## src/rtl/if_fetch_ctrl.sv

```systemverilog
// Fetch-stage sequencer: IF/ID freeze/flush, PC load and imem request/ready handshake.
// Optional sticky fetch watchdog is built when FETCH_WATCHDOG_EN is defined.
module if_fetch_ctrl #(
  parameter int TIMEOUT = 255,
  parameter int CNT_W   = 8
) (
  input  logic CLK,
  input  logic RST,
  input  logic hazard,
  input  logic branch_taken,
  input  logic imem_ready,
  output logic imem_req,
  output logic pc_ld,
  output logic if_freeze,
  output logic if_flush
`ifdef FETCH_WATCHDOG_EN
  ,
  output logic fetch_timeout
`endif
);

  typedef enum logic [1:0] {
    IDLE   = 2'd0,
    FETCH  = 2'd1,
    HOLD   = 2'd2,
    SQUASH = 2'd3
  } state_t;

  state_t state, state_nxt;

  always_ff @(posedge CLK or negedge RST) begin
    if (!RST) state <= IDLE;
    else      state <= state_nxt;
  end

  // Mealy decode; branch_taken outranks hazard in every state.
  always_comb begin
    state_nxt = state;
    imem_req  = 1'b0;
    pc_ld     = 1'b0;
    if_freeze = 1'b0;
    if_flush  = 1'b0;
    unique case (state)
      IDLE: begin
        if_flush  = 1'b1;
        state_nxt = FETCH;
      end
      FETCH: begin
        imem_req = 1'b1;
        if (imem_ready) begin
          if (branch_taken) begin
            if_flush = 1'b1;
            pc_ld    = 1'b1;
          end else if (hazard) begin
            if_freeze = 1'b1;
            state_nxt = HOLD;
          end else begin
            pc_ld = 1'b1;
          end
        end else begin
          if (branch_taken) begin
            if_flush  = 1'b1;
            pc_ld     = 1'b1;
            state_nxt = SQUASH;
          end else if (hazard) begin
            if_freeze = 1'b1;
          end else begin
            if_flush = 1'b1;
          end
        end
      end
      HOLD: begin
        if (branch_taken) begin
          if_flush  = 1'b1;
          pc_ld     = 1'b1;
          state_nxt = FETCH;
        end else if (hazard) begin
          if_freeze = 1'b1;
        end else begin
          pc_ld     = 1'b1;
          state_nxt = FETCH;
        end
      end
      SQUASH: begin
        // Wrong-path response is drained; hazard is irrelevant here.
        imem_req = 1'b1;
        if_flush = 1'b1;
        pc_ld    = branch_taken;
        if (imem_ready) state_nxt = FETCH;
      end
      default: begin
        if_flush  = 1'b1;
        state_nxt = IDLE;
      end
    endcase
  end

`ifdef FETCH_WATCHDOG_EN
  logic [CNT_W-1:0] wd_cnt;

  always_ff @(posedge CLK or negedge RST) begin
    if (!RST) begin
      wd_cnt        <= '0;
      fetch_timeout <= 1'b0;
    end else if (imem_req && !imem_ready) begin
      if (wd_cnt != '1) wd_cnt <= wd_cnt + 1'b1;
      // Trip on the edge where the count becomes TIMEOUT.
      if (wd_cnt == CNT_W'(TIMEOUT - 1)) fetch_timeout <= 1'b1;
    end else begin
      wd_cnt <= '0;
    end
  end
`endif

  always_ff @(posedge CLK) begin
    if (RST) begin
      assert (TIMEOUT < (1 << CNT_W));
      assert (!(if_freeze && if_flush));
      assert (!(pc_ld && if_freeze));
    end
  end

endmodule

```

## config.mk

```make
export PLATFORM = sky130hd
export DESIGN_NAME = if_fetch_ctrl
export DESIGN_NICKNAME = d
export VERILOG_FILES = /design/src/rtl/if_fetch_ctrl.sv
export SDC_FILE = /design/constraint.sdc
export NUM_CORES = 1
export LEC_CHECK = 0
export BUFFER_PORTS_ARGS = -buffer_cell sky130_fd_sc_hd__buf_2
export CORE_AREA = 8 8 45 47
export DETAILED_ROUTE_END_ITERATION = 8
export DIE_AREA = 0 0 53 55
export GPL_TIMING_DRIVEN = 0
export PLACE_DENSITY = 0.45
export SYNTH_ARGS = -nofsm -noshare
export SYNTH_HDL_FRONTEND = slang
export SYNTH_SLANG_ARGS = --single-unit
export TNS_END_PERCENT = 30
```

## constraint.sdc

```tcl
create_clock -name CLK -period 2.8 [get_ports CLK]
set_input_delay 0.56 -clock CLK [delete_from_list [all_inputs] [get_ports CLK]]
set_output_delay 0.56 -clock CLK [all_outputs]
set_load 0.02 [all_outputs]
```

# ---- Word level (Yosys, flattened, before mapping)
# Index checks and enable logic that the tools add are counted.
dict set report totals {
  reg_bits 2
  wordCells 33
  in_bits 5
  out_inout_bits 4
}
dict set report op_classes {
  reduce_logical 5
  n_eq_ne 8
  mux 19
}
# cell n
set ops {}
lappend ops {{2-bit two-way mux} 7}
lappend ops {{3-bit != test (second input constant)} 4}
lappend ops {{1-bit two-way mux} 9}
lappend ops {{2-bit one-hot mux with 4 select lines} 1}
lappend ops {{1-bit one-hot mux with 3 select lines} 2}
lappend ops {{2-bit OR reduction} 3}
lappend ops {{5-bit AND reduction} 1}
lappend ops {{2-bit == test (second input constant)} 2}
lappend ops {{2-bit by 1-bit == test with 1-bit output (second input constant)} 1}
lappend ops {{2-bit zero test} 1}
lappend ops {{2-bit != test (second input constant)} 1}

# ---- Logic depth before layout (Yosys ltp)
# Gate-level depths: netlist of run 1.
dict set report depth {
  ltp_word 4
  mapped_depth 6
  mapped_depth_nobuf 6
}

# ---- Least setup slack after synthesis of run 1
# Ideal clock, no wire load.
dict set report synth_timing {
  path_kind {reg2out}
  from {register state[1]}
  to {output port pc_ld}
  slack_ns 0.891
  t_arrival_ns 1.349
  stages_incl_launch_ff 7
  path_buffers 0
  path_cell_list {dfrtp_1 inv_1 ha_1 a21oi_1 nor2_1 nor2_1 nor3_1}
}
dict set report synth_via {
  elab_chain_cells 2
  word_cells_on_any_way 4
}
# element line
set synth_rtl {}
lappend synth_rtl {{from (decl)} 29} ;# state_t state, state_nxt;
lappend synth_rtl {{from (signal assigned)} 33} ;# else state <= state_nxt;
lappend synth_rtl {{2-bit == test or 2-bit by 1-bit == test with 1-bit output (tied branches)} 43} ;# unique case (state)
lappend synth_rtl {{1-bit one-hot mux with 3 select lines (*)} 43}
lappend synth_rtl {{to (decl)} 13} ;# output logic pc_ld,
# Every way passes the cells marked *; elsewhere a longest branch is shown, timed or not.

# ---- Final worst setup path of run 1
# Same ends and word-level chain as after synthesis.

==> flow_summary_export.csv, run 1 <==
group,metric,value,unit
outcome,status,"complete, no violations",
cells_and_area,areaGrowthSynthToFinish,36.1,%
route,route.antenna.remaining_nets,0,
worst_setup_path,startpoint_type,"flop",
cts,clockBufferDepth,2,
synth,yosys_warnings,0,
route,routedWlPerCell,9.15,um
worst_setup_path,cpMostUsedCell,"nor2_1",
worst_setup_path,cp_cell_sequence,"inv_1 > ha_1 > a21oi_1 > nor2_1 > nor2_1 > nor3_1 > buf_2",
floorplan,dieArea,2920,um^2
sta,setup_viol,0,
placement,gp_routability_congestion,0.672,
synth,syn_area,229,um^2
cells_and_area,regArea,50.0,um^2
floorplan,core,1380,um^2
worst_setup_path,critical_path.endpoint_type,"primary output",
global_routing,grt_pass1_vias,233,
sta,min_period,2.07,ns
job,drv_cap,0,
route,viasPerCell,3.85,
placement,dpl.hpwl,417,um
worst_setup_path,max_stage_delay,0.39,ns
synth,ys_types,14,
sta,drv_slew,0,
worst_setup_path,worstPathArrival,1.51,ns
global_routing,grtUsageMet1,0.0441,
cells_and_area,drive_gt1_frac,0.436,
cells_and_area,regMostFlops,"state",
global_routing,grt-busiest-layer,"met2",
cts,cts_tree,"yes",
synth,syn_area_per_cell,8.18,um^2
sta,slew_headroom,0.850,
floorplan,ios,9,
sta,period_share,0.740,
cts,clk_latency,0.22,ns
cells_and_area,final_nets,50,
synth,synth-seq-area-share,0.219,
worst_setup_path,cp_max_fo,7,
worst_setup_path,required,2.24,ns
cells_and_area,finish.instance_area,312,um^2
cts,cts_made_buffers,3,
worst_hold_path,min_path_type,"input pin to async pin",
global_routing,antenna_found_initial,0,
cts,htreeDepth,1,
route,wirelength,503,um
cts,post_cts_buffers,0,
global_routing,grt_pass1_wl,876,um
cells_and_area,multi_input_area,171,um^2
synth,synth-seq-cells,2,
cells_and_area,nFillCells,154,
route,dr.pass1.iters,1,
power_and_ir_drop,p_per_area,1120,nW/um^2
cells_and_area,diodes,0,
placement,io_buffers,8,
sta,finalSetupTns,0,ns
placement,postPlaceCellArea,289,um^2
global_routing,grt_use_met2,0.0605,
floorplan,die_h,55,um
global_routing,track_usage,0.0416,
worst_setup_path,path_class,"flop to primary output",
global_routing,grt-ovfl-total,0,
route,drc_errors,0,
sta,worstMarginPinSlew,0.225,ns
cts,root_buffer,"clkbuf_4",
global_routing,grt_util_met3,0.0107,
power_and_ir_drop,vdd_drop_max,340,uV
route,drtIter0Drc,0,
cells_and_area,reg.largest.list,"state: 2 flops",
global_routing,grt_max_degree,8,
cts,clk_transition_reported_paths,0.03,ns
cts,clock_sinks,2,
cts,cts_resized,0,
floorplan,die_width,53,um
floorplan,rows,14,
synth,syn-num-nets,37,
sta,hold_viol,0,
route,via_count,212,
sta,rsz0062_at_grt,"no",
cts,holdBufCountCts,0,
sta,fmax,483,MHz
power_and_ir_drop,p_leak,0.158,nW
synth,syn_inst,28,
worst_setup_path,slowest_stage,"dfrtp_1",
cells_and_area,largest_reg_flops,2,
floorplan,initial_core_util,0.165,
sta,fin_skew,0.00320,ns
## synthesized netlist by cell type
master / count / area [um^2]
nor2_1: 6 / 22.5
ha_1: 4 / 50.1
nand2_1: 3 / 11.3
a21oi_1: 2 / 10.0
dfrtp_1: 2 / 50.1
inv_1: 2 / 7.51
mux2_2: 2 / 22.5
a211oi_2: 1 / 12.5
and2_2: 1 / 7.51
nor2b_1: 1 / 6.26
nor2b_2: 1 / 8.76
nor3_1: 1 / 5.00
o2bb2ai_1: 1 / 8.76
or2_2: 1 / 6.26
## critical path: cells and delay by family (launching register included)
kind | cells | cell delay [ns]
compound gates | 1 | 0.06
buf+inv | 2 | 0.28
flops | 1 | 0.39
simple gates | 3 | 0.29
fa+ha+maj | 1 | 0.27
## cells in the final DEF, fill, tap and decap left out
cell / synthesis / final
buf_2: 0 / 8
nor2_1: 6 / 6
ha_1: 4 / 4
nand2_1: 3 / 3
clkbuf_4: 0 / 3
a21oi_1: 2 / 2
inv_1: 2 / 2
mux2_2: 2 / 2
dfrtp_1: 2 / 2
nor2b_2: 1 / 1
nor3_1: 1 / 1
or2_2: 1 / 1
and2_2: 1 / 1
o2bb2ai_1: 1 / 1
nor2b_1: 1 / 1
a211oi_2: 1 / 1
## cell type report
type                       count  area share
multi-input combinational     24       0.550
tap                           16      0.0643
sequential                     2       0.161
timing repair buffer           8       0.129
inverter                       2      0.0241
clock buffer                   3      0.0723
## per-layer routing
layer / up-vias / part of all wire
met5: - / 0
met4: 0 / 0
met3: 0 / 0.10
met2: 6 / 0.46
met1: 90 / 0.44
li1: 116 / -
## through the flow
stage               utilization  hold slack [ns]  std cells  worst slack (ns)  total power [mW]
finish                    0.225            0.115         55             0.728             0.350
global route              0.225            0.101         55             0.524             0.390
CTS                       0.225            0.104         55             0.686             0.363
detailed placement        0.209            0.346         52             0.929             0.294
global placement          0.209            0.345         52             0.941             0.293
floorplan                     -            0.264         28             0.891             0.229
## worst paths after layout
| kind | to | slack (ns) | depth (start not counted) | startpoint |
|---|---|---|---|---|
| worst min register to register | state[1] | 0.56 | 1 | state[1] |
| max in group asynchronous | state[1] | 2.59 | 1 | RST |
| worst max register to register | state[1] | 1.17 | 6 | state[1] |
| worst max-delay path | pc_ld | 0.73 | 7 | state[1] |
| worst min-delay path | state[0] | 0.11 | 1 | RST |
| min in group CLK | state[1] | 0.56 | 1 | state[1] |
## where the power goes
part	switching, mW	internal [mW]	leakage (nW)	total (mW)
combinational	0.133	0.0999	0.122	0.232
sequential	0.0123	0.0424	0.0221	0.0547
clock	0.0154	0.0472	0.0138	0.0626
## cell families (layout without fill, tap and decap cells)
logic type | Yosys count | after routing | share of synthesized area
multiplexers | 2 | 2 | 0.0984
AND/OR/NAND/NOR | 14 | 14 | 0.295
buffers and inverters | 2 | 13 | 0.0328
AO/OA/AOI/OAI | 4 | 4 | 0.137
adder cells (fa/ha/maj) | 4 | 4 | 0.219
flip-flops | 2 | 2 | 0.219
Note: power is estimated with default switching activity, not from simulation.
==> run 2, diff against run 1 <==
--- a/config.mk
+++ b/config.mk
@@ -10,7 +10,7 @@
 export DETAILED_ROUTE_END_ITERATION = 8
 export DIE_AREA = 0 0 53 55
 export GPL_TIMING_DRIVEN = 0
-export PLACE_DENSITY = 0.45
+export PLACE_DENSITY = 0.46
 export SYNTH_ARGS = -nofsm -noshare
 export SYNTH_HDL_FRONTEND = slang
 export SYNTH_SLANG_ARGS = --single-unit
==> constraint.sdc (replaced) <==
create_clock -name CLK -period 1.7 [get_ports CLK]
set_input_delay 0.34 -clock CLK [delete_from_list [all_inputs] [get_ports CLK]]
set_output_delay 0.34 -clock CLK [all_outputs]
set_load 0.02 [all_outputs]
==> flow_summary_export.csv, run 2 (same netlist as run 1, synthesis figures left out) <==
group,metric,value,unit
outcome,status,"complete, but fails checks",
outcome,violations,"setup timing",
floorplan,core,1380,um^2
power_and_ir_drop,p_clk_frac,0.147,
power_and_ir_drop,p_per_area,1890,nW/um^2
route,drc_errors,0,
placement,gp_routability_congestion,0.672,
route,route.antenna.remaining_nets,0,
route,wirelength,551,um
global_routing,grtUsageMet1,0.0472,
route,routedWlPerCell,9.34,um
global_routing,grt_pass1_wl,1.04,mm
worst_setup_path,required,1.36,ns
sta,fin_skew,0.00291,ns
sta,slew_headroom,0.848,
cells_and_area,drive_gt1_frac,0.651,
placement,place_ws,0.0649,ns
cts,clockBufferDepth,2,
sta,period_share,1.02,
sta,hold_viol,0,
cells_and_area,post-route-util,0.272,
sta,setup_ws,-0.0407,ns
power_and_ir_drop,vdd_drop_max,548,uV
power_and_ir_drop,p_sw_frac,0.425,
global_routing,grt-busiest-layer,"met2",
floorplan,ios,9,
worst_setup_path,path_class,"flop to primary output",
global_routing,antenna_found_initial,0,
sta,worstMarginPinSlew,0.228,ns
job,drv_cap,0,
cts,cts_made_buffers,3,
cts,root_buffer,"clkbuf_4",
worst_hold_path,min_path_type,"input pin to async pin",
power_and_ir_drop,combPwrFrac,0.713,
cells_and_area,diodes,0,
worst_setup_path,critical_path.endpoint_type,"primary output",
cells_and_area,regArea,51.3,um^2
floorplan,rows,14,
power_and_ir_drop,p_seq_frac,0.140,
route,viasPerCell,3.86,
power_and_ir_drop,p_leak,0.174,nW
route,via_count,228,
global_routing,grt_max_degree,7,
route,drtIter0Drc,5,
sta,fmax,574,MHz
sta,drv_slew,0,
cts,cts_tree,"yes",
worst_setup_path,cp_cell_sequence,"ha_4 > buf_4 > or2_2 > buf_2",
worst_setup_path,worstPathArrival,1.40,ns
cells_and_area,regMostFlops,"state",
global_routing,grt_util_met3,0.0134,
floorplan,die_width,53,um
placement,dpl.hpwl,413,um
cells_and_area,largest_reg_flops,2,
cts,clock_sinks,2,
cells_and_area,layout_common_cells,"nor2_1 (6), buf_2 (6), buf_4 (5)",
worst_setup_path,startpoint_type,"flop",
cells_and_area,final_nets,54,
floorplan,initial_core_util,0.165,
floorplan,dieArea,2920,um^2
worst_setup_path,max_stage_delay,0.43,ns
cts,htreeDepth,1,
worst_setup_path,slowest_stage,"dfrtp_2",
global_routing,track_usage,0.0487,
power_and_ir_drop,power.internal,409,uW
route,dr.pass1.iters,2,
sta,rsz0062_at_grt,"yes",
cts,clk_transition_reported_paths,0.03,ns
global_routing,grt_pass1_vias,276,
cells_and_area,areaGrowthSynthToFinish,64.5,%
placement,io_buffers,8,
global_routing,grt_use_met2,0.0742,
worst_setup_path,cp_max_fo,4,
cells_and_area,reg.largest.list,"state: 2 flops",
sta,setup_viol,1,
floorplan,die_h,55,um
power_and_ir_drop,p_switching,303,uW
cts,clk_latency,0.22,ns
global_routing,grt-ovfl-total,0,
cells_and_area,multi_input_area,198,um^2
sta,min_period,1.74,ns
cells_and_area,nFillCells,158,
## run 2: final timing paths
check                      startpoint  endpoint  slack, ns  cells after the start
setup / recovery             state[0]  imem_req      -0.04                      4
hold reg to reg              state[1]  state[1]       0.58                      1
hold / removal                    RST  state[0]       0.43                      2
setup reg to reg             state[0]  state[0]       0.10                      6
max in group asynchronous         RST  state[0]       1.17                      2
min in group CLK           imem_ready  state[0]       0.51                      3
## run 2: worst max-delay path, delay by kind of cell (launching register included)
family | cells | cell delay, ns
DFF | 1 | 0.43
buffers and inverters | 2 | 0.29
and+or+nand+nor | 1 | 0.26
adders and majority gates | 1 | 0.19
## run 2: layout make-up
cell class	instances	area share
Multi-Input combinational cell	24	0.525
Clock buffer	3	0.0598
Tap cell	16	0.0532
Sequential cell	2	0.136
Timing Repair Buffer	12	0.206
Inverter	2	0.0199
## run 2: metal layers
metal  vias to the layer above  part of all wire  routed length (um)
met5                         -                 0                   0
li1                        122                 -                   -
met1                        96              0.43                 236
met3                         2             0.085                  47
met4                         0             0.031                  17
met2                         8              0.45                 250
## run 2: per-stage QoR
step                      cells  instance area, um^2  hold WS, ns  total power, mW  setup TNS (ns)
after CTS                    57                  354        0.421            0.672         -0.0349
after detailed placement     52                  289        0.126            0.481               0
final                        59                  377        0.430            0.712         -0.0407
after global routing         59                  377        0.422            0.790          -0.385
after floorplan              28                  229       0.0444            0.377               0
after global placement       52                  289        0.125            0.482               0
## run 2: power by group through the flow
stage	logic [mW]	clock network (mW)	registers, mW
after floorplan	0.291	0	0.0868
after global placement	0.391	0	0.0910
after detailed placement	0.390	0	0.0914
after CTS	0.459	0.112	0.102
after global routing	0.567	0.117	0.107
final	0.507	0.105	0.0998
## run 2: repair_timing
| item | CTS | global route |
|---|---|---|
| pin swaps | 0 | 2 |
| setup buffers | 1 | 2 |
| gates resized for setup | 9 | 2 |
| setup endpoints to repair | 3 | 4 |
| hold buffers | 1 | 0 |
| endpoints found under the hold margin | 2 | 0 |
